File: config.mk
export PLATFORM = sky130hd
export DESIGN_NAME = rx_flip_decoder
export DESIGN_NICKNAME = d
export VERILOG_FILES = /design/src/rtl/rx_flip_decoder_pkg.sv /design/src/rtl/flip_decode.sv /design/src/rtl/rx_flip_decoder.sv
export SDC_FILE = /design/constraint.sdc
export NUM_CORES = 1
export LEC_CHECK = 0
export ABC_AREA = 1
export BUFFER_PORTS_ARGS = -buffer_cell sky130_fd_sc_hd__buf_2
export CAP_MARGIN = 20
export CORE_AREA = 2 2 90 92
export DETAILED_ROUTE_END_ITERATION = 8
export DIE_AREA = 0 0 92 94
export SLEW_MARGIN = 40
export SYNTH_ARGS = -nofsm -noshare
export SYNTH_HDL_FRONTEND = slang
export SYNTH_SLANG_ARGS = --single-unit
File: constraint.sdc
create_clock -name clk -period 4.3 [get_ports clk]
set_clock_uncertainty 0.15 [all_clocks]
set_input_delay 1.29 -clock clk [delete_from_list [all_inputs] [get_ports clk]]
set_output_delay 1.29 -clock clk [all_outputs]
set_load 0.01 [all_outputs]
File: src/rtl/rx_flip_decoder_pkg.sv
// Shared definitions for the flip-pattern receive decoder: weight-2 code table,
// the one illegal weight-2 flip, the control state enum and output buffer sizing.
package rx_flip_decoder_pkg;

    localparam int unsigned FifoDepth = 2;
    localparam int unsigned W2Entries = 20;
    localparam logic [6:0]  IllegalFlip = 7'h60;
    localparam logic [5:0]  W2Base = 6'h2C;

    // Weight-2 flips in code order; entry i decodes to W2Base + i.
    localparam logic [6:0] W2Table [W2Entries] = '{
        7'h03, 7'h05, 7'h09, 7'h11, 7'h21, 7'h41,
        7'h06, 7'h0A, 7'h12, 7'h22, 7'h42,
        7'h0C, 7'h14, 7'h24, 7'h44,
        7'h18, 7'h28, 7'h48,
        7'h30,
        7'h50
    };

    typedef enum logic [0:0] {
        StPrime,
        StRun
    } state_e;

    typedef struct packed {
        logic       err;
        logic [5:0] data;
    } entry_t;

    function automatic logic [2:0] flip_weight(input logic [6:0] flip);
        logic [2:0] w;
        w = '0;
        for (int i = 0; i < 7; i++) begin
            w = w + {2'b00, flip[i]};
        end
        return w;
    endfunction

endpackage

File: src/rtl/flip_decode.sv
// Combinational decode of one flip pattern plus side-channel bits into a
// 6-bit data symbol, flagging flips that carry no legal code.
module flip_decode
    import rx_flip_decoder_pkg::*;
(
    input  logic [6:0] flip,
    input  logic [3:0] aux,
    output logic [5:0] data,
    output logic       err
);

    logic [2:0] weight;

    assign weight = flip_weight(flip);

    always_comb begin
        data = '0;
        err  = 1'b0;
        case (weight)
            3'd0: begin
                data = {2'b00, aux};
            end
            3'd1: begin
                for (int k = 0; k < 7; k++) begin
                    if (flip[k]) begin
                        data = {4'(k + 4), aux[1:0]};
                    end
                end
            end
            3'd2: begin
                err = 1'b1;
                if (flip != IllegalFlip) begin
                    for (int i = 0; i < int'(W2Entries); i++) begin
                        if (flip == W2Table[i]) begin
                            data = W2Base + 6'(i);
                            err  = 1'b0;
                        end
                    end
                end
            end
            default: begin
                err = 1'b1;
            end
        endcase
        if (err) begin
            data = '0;
        end
    end

endmodule

File: src/rtl/rx_flip_decoder.sv
// Receive-side flip decoder: strobed line levels are differenced against a
// reference, decoded over two pipeline stages and buffered in a 2-entry FIFO.
module rx_flip_decoder
    import rx_flip_decoder_pkg::*;
(
    input  logic       clk,
    input  logic       rst_n,
    input  logic [6:0] Rx_Lines,
    input  logic       Rx_Strobe,
    input  logic [3:0] Rx_Aux,
    output logic [5:0] Rx_Data,
    output logic       Rx_Err,
    output logic       Rx_Valid,
    input  logic       Rx_Ready,
    output logic       Rx_Overflow,
    output logic [7:0] Err_Count,
    input  logic       Err_Clear
);

    state_e     state;
    logic [6:0] line_ref;

    logic       s1_valid;
    logic [6:0] s1_flip;
    logic [3:0] s1_aux;

    logic       s2_valid;
    entry_t     s2_entry;

    logic [5:0] dec_data;
    logic       dec_err;

    entry_t     mem [FifoDepth];
    logic       wr_ptr;
    logic       rd_ptr;
    logic [1:0] count;
    logic [1:0] count_d;

    logic       full;
    logic       pop;
    logic       push_ok;
    logic       drop;

    // Front end: reference tracking and stage 1 capture.
    always_ff @(posedge clk or negedge rst_n) begin
        if (!rst_n) begin
            state    <= StPrime;
            line_ref <= '0;
            s1_valid <= 1'b0;
            s1_flip  <= '0;
            s1_aux   <= '0;
        end else begin
            s1_valid <= 1'b0;
            if (Rx_Strobe) begin
                case (state)
                    StPrime: begin
                        line_ref <= Rx_Lines;
                        state    <= StRun;
                    end
                    StRun: begin
                        s1_flip  <= Rx_Lines ^ line_ref;
                        s1_aux   <= Rx_Aux;
                        s1_valid <= 1'b1;
                        line_ref <= Rx_Lines;
                    end
                    default: begin
                        state <= StPrime;
                    end
                endcase
            end
        end
    end

    flip_decode u_flip_decode (
        .flip (s1_flip),
        .aux  (s1_aux),
        .data (dec_data),
        .err  (dec_err)
    );

    always_ff @(posedge clk or negedge rst_n) begin
        if (!rst_n) begin
            s2_valid <= 1'b0;
            s2_entry <= '0;
        end else begin
            s2_valid <= s1_valid;
            if (s1_valid) begin
                s2_entry <= '{err: dec_err, data: dec_data};
            end
        end
    end

    assign full    = (count == 2'(FifoDepth));
    assign pop     = Rx_Valid && Rx_Ready;
    // A pop frees a slot in the same cycle, so a full buffer still accepts.
    assign push_ok = s2_valid && (!full || pop);
    assign drop    = s2_valid && full && !pop;

    always_comb begin
        count_d = count;
        case ({push_ok, pop})
            2'b10:   count_d = count + 2'd1;
            2'b01:   count_d = count - 2'd1;
            default: count_d = count;
        endcase
    end

    always_ff @(posedge clk or negedge rst_n) begin
        if (!rst_n) begin
            for (int i = 0; i < int'(FifoDepth); i++) begin
                mem[i] <= '0;
            end
            wr_ptr <= 1'b0;
            rd_ptr <= 1'b0;
            count  <= '0;
        end else begin
            if (push_ok) begin
                mem[wr_ptr] <= s2_entry;
                wr_ptr      <= ~wr_ptr;
            end
            if (pop) begin
                rd_ptr <= ~rd_ptr;
            end
            count <= count_d;
        end
    end

    // Error statistics; a clear takes priority over a same-cycle update.
    always_ff @(posedge clk or negedge rst_n) begin
        if (!rst_n) begin
            Err_Count   <= '0;
            Rx_Overflow <= 1'b0;
        end else if (Err_Clear) begin
            Err_Count   <= '0;
            Rx_Overflow <= 1'b0;
        end else begin
            if (s2_valid && s2_entry.err && (Err_Count != 8'hFF)) begin
                Err_Count <= Err_Count + 8'd1;
            end
            if (drop) begin
                Rx_Overflow <= 1'b1;
            end
        end
    end

    assign Rx_Valid = (count != 2'd0);
    assign Rx_Data  = mem[rd_ptr].data;
    assign Rx_Err   = mem[rd_ptr].err;

endmodule

After elaboration in Yosys (flattened, before gate mapping) --
Cells that the tools add are included.
Word-level totals: register bits after elaboration 55, latch bits 0, RAM bits 0, bits in read-only memories 0, input bits 16, output and inout port bits 17, word-level logic and storage cells 143, memories 0
Operators by class: add/sub/neg operators 9, multipliers 0, divide/modulo/power cells 0, $lt $le $gt $ge 3, equal/unequal tests 27, shift-type cells 0, muxes and demuxes 65, bitwise logic cells 5, reductions and logical operators 17
Operators by type and width (count):
- 2-to-1 mux 6 bit | 25
- == test 7 x 6 -> 1 bit, second input constant | 5
- == test 7 bit, second input constant | 5
- == test 7 x 5 -> 1 bit, second input constant | 4
- 2-to-1 mux 7 bit | 4
- 2-to-1 mux 1 bit | 25
- == test 7 x 4 -> 1 bit, second input constant | 3
- 2-to-1 mux 5 bit | 4
- one-hot mux 6 bit (3 select lines) | 1
- 2-to-1 mux 8 bit | 2
- adder 3 x 1 -> 3 bit | 5
- bitwise mux 14 bit | 1
- == test 7 x 3 -> 1 bit, second input constant | 2
- adder 8 x 1 -> 8 bit, second input constant | 1
- inequality test 8 bit, second input constant | 1
- nonzero test 2 bit | 4
- demux 7 bit (select 1 bit) | 1
- == test 7 x 2 -> 1 bit, second input constant | 1
- logical AND 1 bit | 7
- inequality test 7 bit, second input constant | 1
- bitwise XOR 7 bit | 1
- == test 2 bit, second input constant | 2
- greater-or-equal comparator 2 bit, second input constant | 2
- inverter 1 -> 2 bit | 2
- other kinds (15) | 17

Longest topological paths before layout --
Gate-level depths: netlist of run 1.
depth in word-level cells 24, depth in mapped cells 18, depth with buffers taken out 18

Hierarchy --
From an unflattened synthesis of run 1, not the netlist that was laid out.
Second synthesis, totals: cells, all modules 409, area total of the unflattened synthesis 3198.1 µm²
By module, submodules not included:
- rx_flip_decoder | instances 1, cells each 283, area each 2504.9 µm², sequential area each 1376.3 µm²
- flip_decode | instances 1, cells each 126, area each 693.2 µm², sequential area each 0.0 µm²

Worst setup path after synthesis of run 1 --
Ideal clock, no wire load.
path type reg-to-reg, start reg s1_flip[0], end reg s2_entry[6] (netlist bit), setup time 121 ps, arrival time 3037 ps, required time 4029 ps, slack 991 ps, cell stages (with the launch flop) 13, buffers on the path 0, clock period less this slack 3309 ps, cells stage by stage dfrtp_1 > inv_1 > ha_1 > inv_1 > fa_1 > fa_1 > inv_1 > ha_1 > fa_1 > nand4_1 > a211o_1 > nand4_1 > o21ai_1
On the way: longest elaborated chain between the ends 23, elaborated cells between the ends (all ways) 53, classes of those cells add/sub: 6; eq/ne: 23; mux: 22; reduce/logical: 2
Ends and longest elaborated chain:
- start, declared | RTL line rx_flip_decoder.sv:24 | logic [6:0] s1_flip;
- start signal, assigned | RTL line rx_flip_decoder.sv:61 | s1_flip <= Rx_Lines ^ line_ref;
- == test 7 x 2 -> 1 bit | RTL line flip_decode.sv:34 | if (flip == W2Table[i]) begin
- 2-to-1 mux 1 bit (20 in a row) | RTL line flip_decode.sv:34
- 2-to-1 mux 1 bit | RTL line flip_decode.sv:32 | if (flip != IllegalFlip) begin
- one-hot mux 1 bit (2 select lines) * | RTL line flip_decode.sv:19 | case (weight)
- end signal, assigned | RTL line rx_flip_decoder.sv:88 | s2_entry <= '{err: dec_err, data: dec_data};
- end, declared | RTL line rx_flip_decoder.sv:28 | entry_t s2_entry;
Every way passes the cells marked *; elsewhere a longest branch is shown, timed or not. A chain may end at the register's enable or synchronous reset.

Final worst setup path of run 1 --
start reg s1_flip[0], end reg s2_entry[5] (netlist bit)
On the way: longest elaborated chain between the ends 24, elaborated cells between the ends (all ways) 76, classes of those cells add/sub: 6; eq/ne: 23; mux: 45; reduce/logical: 2
Ends and longest elaborated chain:
- == test 7 x 2 -> 1 bit | RTL line flip_decode.sv:34
- 2-to-1 mux 6 bit or 2-to-1 mux 1 bit (tied branches) (20 in a row) | RTL line flip_decode.sv:34
- 2-to-1 mux 6 bit or 2-to-1 mux 1 bit (tied branches) | RTL line flip_decode.sv:32
- one-hot mux 6 bit (3 select lines) or one-hot mux 1 bit (2 select lines) (tied branches) | RTL line flip_decode.sv:19
- 2-to-1 mux 6 bit * | RTL line flip_decode.sv:45 | if (err) begin
Marks and branches as above.

==> results of run 1 <==
[metrics by stage]
stage / std cells / setup slack [ns] / util / area [um^2]
final: 510 / 0.780 / 0.444 / 3380
after global routing: 510 / 0.553 / 0.444 / 3380
after CTS: 509 / 0.765 / 0.440 / 3350
after detailed placement: 501 / 0.782 / 0.427 / 3250
after global placement: 501 / 0.849 / 0.427 / 3250
after floorplan: 373 / 0.991 / - / 2980
[cell usage in the layout, fill, tap and decap left out, types with 2 or more instances in the layout]
cell and n:
xor2_1 2, clkbuf_8 5, nand4_1 3, o21ai_0 32, o21ai_1 7, a21oi_1 10
nand3_1 23, o211ai_1 2, buf_2 32, nand2_1 105, nor2_1 22, nand2_2 2
mux2_2 7, dfrtp_1 55, xnor2_1 8, inv_1 45, ha_1 8, fa_1 3
nor3_1 8, nor4_1 2, nor2_2 3, inv_2 5, or2_2 3
[cell type report]
cell class              instances  area (um^2)  area share
flip-flops and latches         55         1380       0.408
well taps                     102          128      0.0378
clock inverters                 3         27.5     0.00815
inverters                      51          191      0.0567
clock buffers                   5         68.8      0.0204
repair buffers                 34          195      0.0578
multi-input cells             260         1390       0.411
[metal layers]
layer  global-route usage  vias up
li1                     -     1258
met1                0.189     1079
met2                0.251       56
met5                    0        -
met4               0.0560        0
met3               0.0361       12
[Yosys cell counts (all sizes together)]
master	instances
nand2	107
dfrtp	55
inv	50
o21ai	39
nor2	25
nand3	24
a21oi	10
nor3	9
ha	8
xnor2	8
mux2	7
clkbuf	6
or2	4
fa	3
nand4	3
nor4	3
o211ai	2
xor2	2
a211o	1
a31oi	1
buf	1
clkinv	1
nand3b	1
nor3b	1
o21a	1
o31ai	1
[power breakdown]
part           switching, mW  internal (mW)  leakage [nW]
sequential            0.0893          0.645         0.699
clock                  0.191          0.120        0.0463
combinational          0.413          0.252         0.933
[registers in the layout, indices dropped and copies added, names as in the netlist]
register / cells
s1_aux: 4
state: 1
Rx_Overflow: 1
count: 2
mem: 14
wr_ptr: 1
Err_Count: 8
s2_valid: 1
line_ref: 7
s1_valid: 1
rd_ptr: 1
s2_entry: 7
s1_flip: 7
[kinds of logic after synthesis]
family,after synthesis
AO/OA/AOI/OAI,55
XOR/XNOR,10
adder cells (fa/ha/maj),11
buffers and inverters,58
flip-flops,55
multiplexers,7
AND/OR/NAND/NOR,177
[final timing paths]
path                            slack [ns]     endpoint        from  cells after the start
worst min register to register        0.33        state       state                      1
min in group asynchronous             0.71       mem[4]       rst_n                      1
worst max register to register        0.78  s2_entry[5]  s1_flip[0]                     13
max in group asynchronous             2.67    s1_aux[1]       rst_n                      2
worst min-delay path                  0.33        state       state                      1
worst max-delay path                  0.78  s2_entry[5]  s1_flip[0]                     13
==> results.md, run 1 <==
Run status:
- The run finished with clean final reports.

Synthesis:
- The main combinational cell family by area after synthesis is simple AND/OR/NAND/NOR gates.
- The post-synthesis area per instance is roughly 8.0 um^2.
- The share of synthesized area spent on multiplexers is 0.0264.
- dfrtp_1 takes more of the synthesized area than any other cell.
- The area fraction in compound gates after synthesis was 0.0973.
- Of the total synthesized cell area, the portion taken by full adders, half adders and majority gates is 0.0537.
- For this run, the number of Yosys warnings is 0.
- The net count after synthesis is 400.
- The distinct cell type count after synthesis is 34.
- The simple-gate area share of the yosys netlist is 0.259.
- Synthesis produced around 370 cells.
- Counting flops and latches in the post-synthesis netlist gives 55.
- The netlist area before placement is 2980 um^2.
- Yosys attributes the largest share of cell area to dfrtp_1 (46%), nand2_1 (13%), inv_1 (5.7%), o21ai_0 (5.4%), nand3_1 (3.9%).
- Of the post-synthesis cell area, the dominant cell type holds 0.461.
- For this run, the register share of the synthesized area comes to 0.461.
- Of the total synthesized cell area, the portion taken by XOR and XNOR cells is 0.0294.

Worst setup path:
- The master of the slowest instance on the critical path is fa_1.
- STA classifies the critical path endpoint as a flop.
- The kind of start point of the critical path is a flop.
- By startpoint and endpoint, the worst setup path is classified as reg2reg.
- The data required time of the critical path is 4.41 ns.
- The largest delay contributor family on the critical path is adder cells.
- The delay of the slowest cell on the worst path is 0.55 ns.
- The peak fanout along the critical path is 5.
- The critical path goes through inv_1, ha_1, inv_1, fa_1, fa_1, inv_1, ha_1, fa_1, nand4_1, a211o_1, nand3_1, nand2_1, o21ai_1.
- Data arrives at the worst endpoint at 3.63 ns.
- The critical path contains buffers and inverters numbering 3 combined.

STA:
- In the finished design, the share of the clock period the worst path needs comes to 0.819.
- For the pin with the worst max-slew slack, the measured transition is 0.531 ns.
- The relative max-transition margin is 0.645.
- The count of final setup violators is 0.
- The final count of pins violating max slew is 0.
- The final count of hold timing violations was 0.
- Across all hold checks on the routed design, the worst slack comes to 0.334 ns.
- Based on the critical path, the design can be clocked at up to 284 MHz.
- For the finished layout, the period the worst path requires is 3.52 ns.
- Setup repair after global routing left no endpoint under its margin.
- After routing, the total negative slack on setup checks comes to 0 ns.

CTS:
- The number of buffers created by CTS is 5.
- The number of buffers inserted to repair setup after CTS is 0.
- The root buffer cell is clkbuf_8.
- The number of gates resized after CTS was 0.
- The number of buffers between clock root and the deepest sink is 2.
- Clock-pin slew was measured on the worst setup and hold paths at 0.11 ns.
- The H-tree depth is 2.
- The clock tree from TritonCTS is yes.
- The clock drives 55 sinks.
- At the later pin of the worst-skew pair, clock insertion delay measures about 0.32 ns.
- In this run, post-CTS hold repair placed 0 buffers.

Power:
- The standby leakage power is 1.68 nW.
- The power consumption is 1.71 mW.
- The power density over the cells is about 510 nW/um^2.
- The worst ir drop on vdd is 0.219 mV.

Floorplan:
- The top-level I/O count is 33.
- The core area is 7610 um^2.
- The effective utilization at floorplan is 0.392.
- The floorplan die width is 92 um.
- In this run the core area contains 32 standard-cell rows.
- The overall die height is 94 um.
- The die footprint is 8650 um^2.

Global routing:
- The via count of the first global-routing pass is 2380.
- The wire length of the first global-routing pass is 10500 um.
- The number of antenna violations at the first check in global routing is 0.
- The global route total overflow is 0.
- Entering global routing, the biggest net connects 33 pins.
- Across every metal layer, demand over resource in global routing totals 0.150.

Layout:
- Fill cells in the final layout number 843.
- The fraction of layout instances using a drive strength above 1 is 0.162.
- 0 antenna diodes ended up in the layout.
- From synthesis to final layout, the design area changed by 13.1%.
- After the last flow step, the layout net total stands at 434.

Routing:
- The detailed router finished its first iteration with 95 violations.
- For this block, wires on met1 add up to 2790 um.
- The routed design uses 274 um of met3 wire.
- The total routed wirelength is 5880 um.
- The per-cell via count in the routed design is 4.72.
- The highest signal layer in the routed design is met4.
- In the routed design, unresolved DRC markers number 0.
- The routed via count is between 2000 and 2500.
- The count of nets left with antenna violations after detail routing is 0.
- The average routed wire per standard cell is 11.5 um.
- The routed length on met2 is between 2000 and 3000 um.
- For this run, the detailed router's first-pass iteration total came to 4.

Place:
- Once detailed placement completed, the half-perimeter wirelength came to between 4000 and 5000 um.
- Routability-driven placement finished with a final weighted congestion of roughly 0.88.
- Buffers placed on the I/O ports in this run total 32.

Flow run:
- Max-cap violations in this run came to 0.

Hold path:
- The min-delay analysis places its worst path in the category reg2reg.
Power figures use the tool's default switching activity.
==> inputs of run 2 (changes only) <==
Clock period 4.3 ns to 3.45 ns, I/O delays scaled along.
==> results.md, run 2 (synthesis gave the netlist of run 1 again) <==
Run status:
- Run status: completed (unchanged).

STA:
- The final count of hold timing violations was 0 (unchanged).
- The final count of pins violating max slew was 0 (unchanged).
- The accumulated negative setup slack came to 0 ns (unchanged).
- The transition time at the pin with the least slew margin is 0.681 ns (was 0.531 ns).
- The highest clock frequency the design can meet was 302 MHz (was 284 MHz).
- Setup repair after global routing missed its margin: true (was false).
- The relative max-transition margin is 0.546 (was 0.645).
- The count of final setup violators is 0 (unchanged).
- The post-route minimum period is 3.31 ns (was 3.52 ns).
- The portion of the clock cycle consumed by the worst path in the final layout was 0.960 (was 0.819).

Global routing:
- The overall global routing resource usage came to 0.148 (was 0.150).
- The pin count of the biggest net entering global routing was 56 (was 33).
- The global route total overflow is 0 (unchanged).
- The met3 usage in global routing is 0.0297 (was 0.0361).
- The routing usage on met2 is 0.253 (was 0.251).
- The number of antenna violations at the first check in global routing is 0 (unchanged).
- The met1 global-route usage is 0.188 (was 0.189).
- The via count of the first global-routing pass is 2312 (was 2380).
- The routing layer with the top usage in global route is met2 (unchanged).
- The wire length of the first global-routing pass was 10300 um (was 10500 um).

Power:
- The standby leakage power is 1.68 nW (about the same).
- The worst ir drop on vdd is 0.256 mV (was 0.219 mV).
- The power density over the cells is 640 nW/um^2 (was 507 nW/um^2).

Worst setup path:
- The minimum setup slack among reg-to-reg paths is 0.14 ns (was 0.78 ns).
- The critical path buffer and inverter count came to 4 (was 3).
- The master of the slowest instance on the critical path is fa_2 (was fa_1).
- The data required time of the critical path was 3.55 ns (was 4.41 ns).
- Ordered list of cells on the worst path: inv_2, ha_4, inv_2, fa_1, fa_1, inv_1, ha_2, fa_2, nand4_1, buf_4, o211ai_1, nand2_1, o21ai_1 (was inv_1, ha_1, inv_1, fa_1, fa_1, inv_1, ha_1, fa_1, nand4_1, a211o_1, nand3_1, nand2_1, o21ai_1).
- The number of cells on the critical path is 13 (unchanged).
- The largest delay contributor family on the critical path is adder cells (unchanged).
- The data arrival at the endpoint of the critical path came to 3.41 ns (was 3.63 ns).
- The kind of capture point of the worst setup path is a flop (unchanged).
- The path type of the worst setup path is reg2reg (unchanged).
- The peak fanout along the critical path is 4 (was 5).
- The worst-case reg-to-reg path depth is 13 (unchanged).
- The kind of start point of the critical path is a flop (unchanged).
- The delay of the slowest cell on the worst path is 0.56 ns (was 0.55 ns).

Floorplan:
- The floorplan die width is 92 um (unchanged).
- The die footprint came to 8650 um^2 (unchanged).
- The effective utilization at floorplan is 0.392 (unchanged).
- The overall die height is 94 um (unchanged).
- The core area was 7610 um^2 (unchanged).
- The row count is 32 (unchanged).
- The top-level I/O count is 33 (unchanged).

Layout:
- The fraction of layout instances using a drive strength above 1 was 0.189 (was 0.162).
- The count of placed standard cells in the final layout, fillers left out came to 514 (was 510).
- Largest registers: mem (14), Err_Count (8) (unchanged).
- The antenna cell count is 0 (unchanged).
- The synthesis-to-layout area growth is 14.2% (was 13.1%).
- The footprint of the multi-input gates is 1410 um^2 (was 1390 um^2).
- The net total in the final layout is 438 (was 434).
- The number of flip-flops under the largest register name came to 14 (unchanged).
- The combined flip-flop and latch cell area was 1380 um^2 (unchanged).
- The commonest non-fill, non-tap cell in the layout is nand2_1 (unchanged).
- The count of fill cells added during filler insertion was 798 (was 843).
- Most frequent cells in the layout: nand2_1 (103), dfrtp_1 (55), inv_1 (42), o21ai_0 (32), buf_2 (32) (was nand2_1 (105), dfrtp_1 (55), inv_1 (45), o21ai_0 (32), buf_2 (32)).
- The register containing the most flip-flops in the final layout is mem (unchanged).

Routing:
- The per-cell via count in the routed design is 4.70 (was 4.72).
- The average routed wire per standard cell came to 11.4 um (was 11.5 um).
- The count of nets left with antenna violations after detail routing came to 0 (unchanged).
- The total routed wirelength is 5860 um (was 5880 um).
- The number of design-rule violations left by the first detailed-router iteration is 107 (was 95).
- The number of DRC violations after detailed routing is 0 (unchanged).
- The first-pass iteration count of the detailed router came to 4 (unchanged).
- The routed via count is 2416 (was 2405).

CTS:
- The clock slew seen by the registers of the worst setup and hold paths is 0.11 ns (about the same).
- The total of hold buffers inserted after clock tree synthesis is 0 (unchanged).
- The H-tree depth is 2 (unchanged).
- The clock insertion delay at the later pin of the skew report was 0.31 ns (was 0.32 ns).
- The number of clock sinks seen by CTS was 55 (unchanged).
- The root buffer cell is clkbuf_8 (unchanged).
- The number of buffers created by CTS is 5 (unchanged).
- The number of buffers between clock root and the deepest sink is 2 (unchanged).
- The clock tree from TritonCTS was yes (unchanged).

Hold path:
- The hold-critical path depth is 1 (unchanged).
- The worst min-delay path category is reg2reg (unchanged).

Place:
- The count of buffers inserted at the top-level ports is 32 (unchanged).
- The post-DP HPWL is 4380 um (was 4460 um).
- The number of cells after detailed placement was 503 (was 501).
- The weighted congestion at the end of routability-driven global placement is 0.859 (was 0.879).

Flow run:
- The number of max-capacitance violations reported was 0 (unchanged).
==> run 2: changes by cell type in the layout (fill, tap and decap cells not counted), sizes merged <==
cell,change
buf,+4
==> run 2: timing repair <==
item	in CTS	in global routing
endpoints found under the hold margin	0	0
resized for setup	3	6
endpoints found under the setup margin	3	7
setup buffers	2	1
pin swaps	1	5
==> run 2: per-layer routing <==
metal | part of all wire | vias to the layer above
met5 | 0 | -
met4 | 0.013 | 0
li1 | - | 1271
met1 | 0.47 | 1099
met3 | 0.041 | 6
met2 | 0.48 | 40
==> run 2: report_power, final <==
| part | internal [mW] | switching, mW | leakage (nW) | total [mW] |
|---|---|---|---|---|
| sequential | 0.804 | 0.106 | 0.699 | 0.910 |
| clock | 0.147 | 0.225 | 0.0461 | 0.372 |
| combinational | 0.361 | 0.538 | 0.940 | 0.900 |
==> run 2: worst paths after layout <==
check | start | endpoint
max | s1_flip[0] | s2_entry[2]
min | state | state
max reg2reg | s1_flip[0] | s2_entry[2]
min reg2reg | state | state
max in group asynchronous | rst_n | s1_flip[2]
min in group asynchronous | rst_n | Err_Count[0]
==> run 2: stage by stage <==
step	setup WS (ns)	hold slack (ns)	util	total power, mW	area (um^2)
after floorplan	0.141	0.268	-	1.53	2980
after global placement	0.0830	0.303	0.429	1.74	3270
after detailed placement	0.00109	0.306	0.429	1.77	3270
after CTS	0.0179	0.333	0.445	2.19	3380
after global routing	-0.0683	0.364	0.448	2.39	3410
final	0.139	0.329	0.448	2.18	3410
==> run 2: worst register-to-register path: cells and delay by family (launching register included) <==
family,cells,cell delay [ns]
buf+inv,4,0.32
compound gates,2,0.25
flops,1,0.38
simple gates,2,0.24
fa+ha+maj,5,1.92
==> run 2: area by class of cell <==
cell class | instances | area share
inverters | 51 | 0.0562
multi-input cells | 260 | 0.415
repair buffers | 38 | 0.0602
clock buffers | 5 | 0.0202
well taps | 102 | 0.0375
flip-flops and latches | 55 | 0.404
clock inverters | 3 | 0.00698
==> inputs of run 3 (changes only) <==
Settings changed: ABC_AREA 1 to default, CORE_AREA 2 2 90 92 to 2 2 91 93, DIE_AREA 0 0 92 94 to 0 0 93 95.
==> results.md, run 3 <==
Global routing:
- The number of antenna violations at the first check in global routing is 0 (unchanged).
- The via count of the first global-routing pass is 2117 (was 2312).
- The global route total overflow is 0 (unchanged).
- The wire length of the first global-routing pass is 10000 um (was 10300 um).
- The overall global routing resource usage was 0.141 (was 0.148).
- The pin count of the biggest net entering global routing is 41 (was 56).

Layout:
- The count of placed standard cells in the final layout, fillers left out is 431 (was 514).
- Largest registers: mem (14), Err_Count (8) (unchanged).
- The net total in the final layout is 352 (was 438).
- The fraction of layout instances using a drive strength above 1 is 0.337 (was 0.189).
- The register containing the most flip-flops in the final layout was mem (unchanged).
- The antenna cell count is 0 (unchanged).
- The synthesis-to-layout area growth was 15.5% (was 14.2%).
- The commonest non-fill, non-tap cell in the layout was dfrtp_1 (was nand2_1).
- The number of flip-flops under the largest register name was 14 (unchanged).
- The final core utilization is 0.446 (was 0.448).
- Most frequent cells in the layout: dfrtp_1 (55), mux2_2 (32), buf_2 (31), nor2_1 (22), xor2_1 (18) (was nand2_1 (103), dfrtp_1 (55), inv_1 (42), o21ai_0 (32), buf_2 (32)).

Hold path:
- The worst min-delay path category was reg2reg (unchanged).
- The startpoint of the tightest hold check path is state (unchanged).

Synthesis:
- Commonest cells post-synth: dfrtp_1 (55), mux2_2 (32), nor2_1 (22) (was nand2_1 (105), dfrtp_1 (55), inv_1 (45)).
- The share of synthesized area occupied by flip-flops and latches is 0.449 (was 0.461).
- The most frequent cell after synthesis is dfrtp_1 (was nand2_1).
- The net count after synthesis is 310 (was 400).
- The most used flip-flop cell after synthesis was dfrtp_1 (unchanged).
- The distinct cell type count after synthesis is 55 (was 34).
- The count of warnings emitted by yosys was 0 (unchanged).
- The fraction of registers with async set or reset after synthesis is 1.00 (unchanged).
- The netlist area before placement is 3060 um^2 (was 2980 um^2).
- The number of synthesized flops with an enable pin came to 0 (unchanged).
- The top cell type by total area after synthesis is dfrtp_1 (unchanged).
- The gate count of the mapped netlist is 283 (was 373).
- The post-synthesis area per instance is 10.8 um^2 (was 8.00 um^2).
- The number of synthesized register bits is 55 (unchanged).
- The share of the synthesized area in the top cell type was 0.449 (was 0.461).
- Top cells by area, synth: dfrtp_1 (45%), mux2_2 (12%), xor2_1 (5.4%), ha_1 (3.3%), nor2_1 (2.7%) (was dfrtp_1 (46%), nand2_1 (13%), inv_1 (5.7%), o21ai_0 (5.4%), nand3_1 (3.9%)).

Floorplan:
- The overall die height is 95 um (was 94 um).
- The floorplan die width is 93 um (was 92 um).
- The top-level I/O count came to 33 (unchanged).
- The die footprint was 8840 um^2 (was 8650 um^2).
- The effective utilization at floorplan is 0.386 (was 0.392).
- The row count is 33 (was 32).
- The core area is 7930 um^2 (was 7610 um^2).

CTS:
- The number of buffers created by CTS came to 5 (unchanged).
- The clock slew seen by the registers of the worst setup and hold paths is 0.11 ns (about the same).
- The clock insertion delay at the later pin of the skew report is 0.32 ns (was 0.31 ns).
- The total of hold buffers inserted after clock tree synthesis is 0 (unchanged).
- The number of buffers between clock root and the deepest sink is 2 (unchanged).
- The clock tree from TritonCTS was yes (unchanged).
- The number of clock sinks seen by CTS is 55 (unchanged).
- The root buffer cell is clkbuf_8 (unchanged).
- The H-tree depth is 2 (unchanged).

STA:
- Setup repair after global routing missed its margin: true (unchanged).
- The final count of pins violating max slew is 0 (unchanged).
- The transition time at the pin with the least slew margin was 0.579 ns (was 0.681 ns).
- The post-route minimum period is 3.44 ns (was 3.31 ns).
- The relative max-transition margin came to 0.613 (was 0.546).
- The count of final setup violators was 0 (unchanged).
- The highest clock frequency the design can meet is 291 MHz (was 302 MHz).
- The portion of the clock cycle consumed by the worst path in the final layout is 0.996 (was 0.960).
- The final count of hold timing violations is 0 (unchanged).

Worst setup path:
- The kind of start point of the critical path is a flop (unchanged).
- The path type of the worst setup path is reg2reg (unchanged).
- The peak fanout along the critical path was 3 (was 4).
- The kind of capture point of the worst setup path is a flop (unchanged).
- The critical path's most frequent cell is inv_2.
- The worst flop-to-flop path startpoint is s1_flip[1] (was s1_flip[0]).
- The data arrival at the endpoint of the critical path was 3.56 ns (was 3.41 ns).
- The largest delay contributor family on the critical path was adder cells (unchanged).
- The startpoint of the most critical setup path was s1_flip[1] (was s1_flip[0]).
- The minimum setup slack among reg-to-reg paths was 0.01 ns (was 0.14 ns).
- The critical path buffer and inverter count is 4 (unchanged).
- The master of the slowest instance on the critical path is fa_1 (was fa_2).
- Ordered list of cells on the worst path: inv_2, ha_4, inv_2, fa_1, fa_1, inv_1, ha_2, fa_2, xor2_4, a2111oi_4, inv_2, o221ai_2, o21a_1 (was inv_2, ha_4, inv_2, fa_1, fa_1, inv_1, ha_2, fa_2, nand4_1, buf_4, o211ai_1, nand2_1, o21ai_1).
- The delay of the slowest cell on the worst path is 0.49 ns (was 0.56 ns).
- The data required time of the critical path is 3.57 ns (was 3.55 ns).

Routing:
- The number of design-rule violations left by the first detailed-router iteration is 89 (was 107).
- The per-cell via count in the routed design came to 5.03 (was 4.70).
- The average routed wire per standard cell is 13.9 um (was 11.4 um).
- The total routed wirelength is 5970 um (was 5860 um).
- The count of nets left with antenna violations after detail routing came to 0 (unchanged).
- The number of DRC violations after detailed routing came to 0 (unchanged).
- The routed via count is 2167 (was 2416).
- The first-pass iteration count of the detailed router is 4 (unchanged).

Run status:
- Run status: completed (unchanged).

Place:
- The count of buffers inserted at the top-level ports is 32 (unchanged).
- The number of cells after detailed placement is 421 (was 503).
- The post-DP HPWL came to 4420 um (was 4380 um).
- The weighted congestion at the end of routability-driven global placement is 0.891 (was 0.859).

Power:
- The standby leakage power came to 1.60 nW (was 1.68 nW).
- The power density over the cells is 672 nW/um^2 (was 640 nW/um^2).
- The worst ir drop on vdd came to 0.295 mV (was 0.256 mV).

Flow run:
- The number of max-capacitance violations reported is 0 (unchanged).
-- run 3: changes by cell type in the layout (fill, tap and decap cells not counted), sizes merged, moves of 5 or more --
cell,change
mux2,+25
o21ai,-31
and3,+5
xor2,+17
nor3,-5
inv,-32
nand3,-16
buf,+9
nand2,-91
-- run 3: through the flow --
step	setup TNS (ns)	instance area (um^2)	setup WS [ns]	power (mW)	hold WS (ns)
global route	-0.438	3540	-0.0859	2.55	0.369
floorplan	0	3060	0.0134	1.64	0.215
detailed placement	-0.459	3360	-0.101	1.91	0.306
CTS	0	3480	0.0180	2.33	0.331
finish	0	3540	0.0131	2.38	0.326
global placement	-0.0126	3360	-0.0126	1.88	0.301
-- run 3: worst register-to-register path: cells and delay by family (launching register included) --
kind | cells | cell delay [ns]
buffers and inverters | 4 | 0.23
xor gates and xnor gates | 1 | 0.18
DFF | 1 | 0.37
adders and majority gates | 5 | 1.75
AOI/OAI and AO/OA | 3 | 0.74
-- run 3: final cells by class --
type	count	area, um^2
multi-input combinational	199	1600
tap	105	131
inverter	17	63.8
clock inverter	3	25.0
sequential	55	1380
fill	784	4390
clock buffer	5	68.8
timing repair buffer	47	275
-- run 3: layer usage --
| layer | up-vias | track usage | part of all wire |
|---|---|---|---|
| met5 | - | 0 | 0 |
| li1 | 1080 | - | - |
| met2 | 40 | 0.231 | 0.49 |
| met4 | 0 | 0.0331 | 0.0097 |
| met3 | 8 | 0.0239 | 0.031 |
| met1 | 1039 | 0.197 | 0.47 |
-- run 3: logic make-up after synthesis --
kind of cell	after synthesis	synth area share
mux	33	0.121
flops	55	0.449
xor+xnor	25	0.0715
buf+inv	29	0.0511
compound gates	44	0.103
simple gates	86	0.152
fa+ha+maj	11	0.0523
-- run 3: path summary, 6_finish.rpt --
kind / to / cells past startpoint
setup / recovery: s2_entry[4] / 13
setup reg to reg: s2_entry[4] / 13
hold reg to reg: state / 1
max in group asynchronous: s1_flip[0] / 2
min in group asynchronous: mem[0] / 1
hold / removal: state / 1
-- run 3: timing repair --
action	4_1_cts	5_1_grt
endpoints found under the setup margin	7	7
hold endpoints to repair	0	0
pin swaps	1	0
buffers inserted	0	2
gates resized for setup	5	8
-- run 3: where the power goes --
part	switching, mW	internal, mW
clock network	0.225	0.148
registers	0.134	0.808
logic	0.535	0.529
total	0.894	1.48
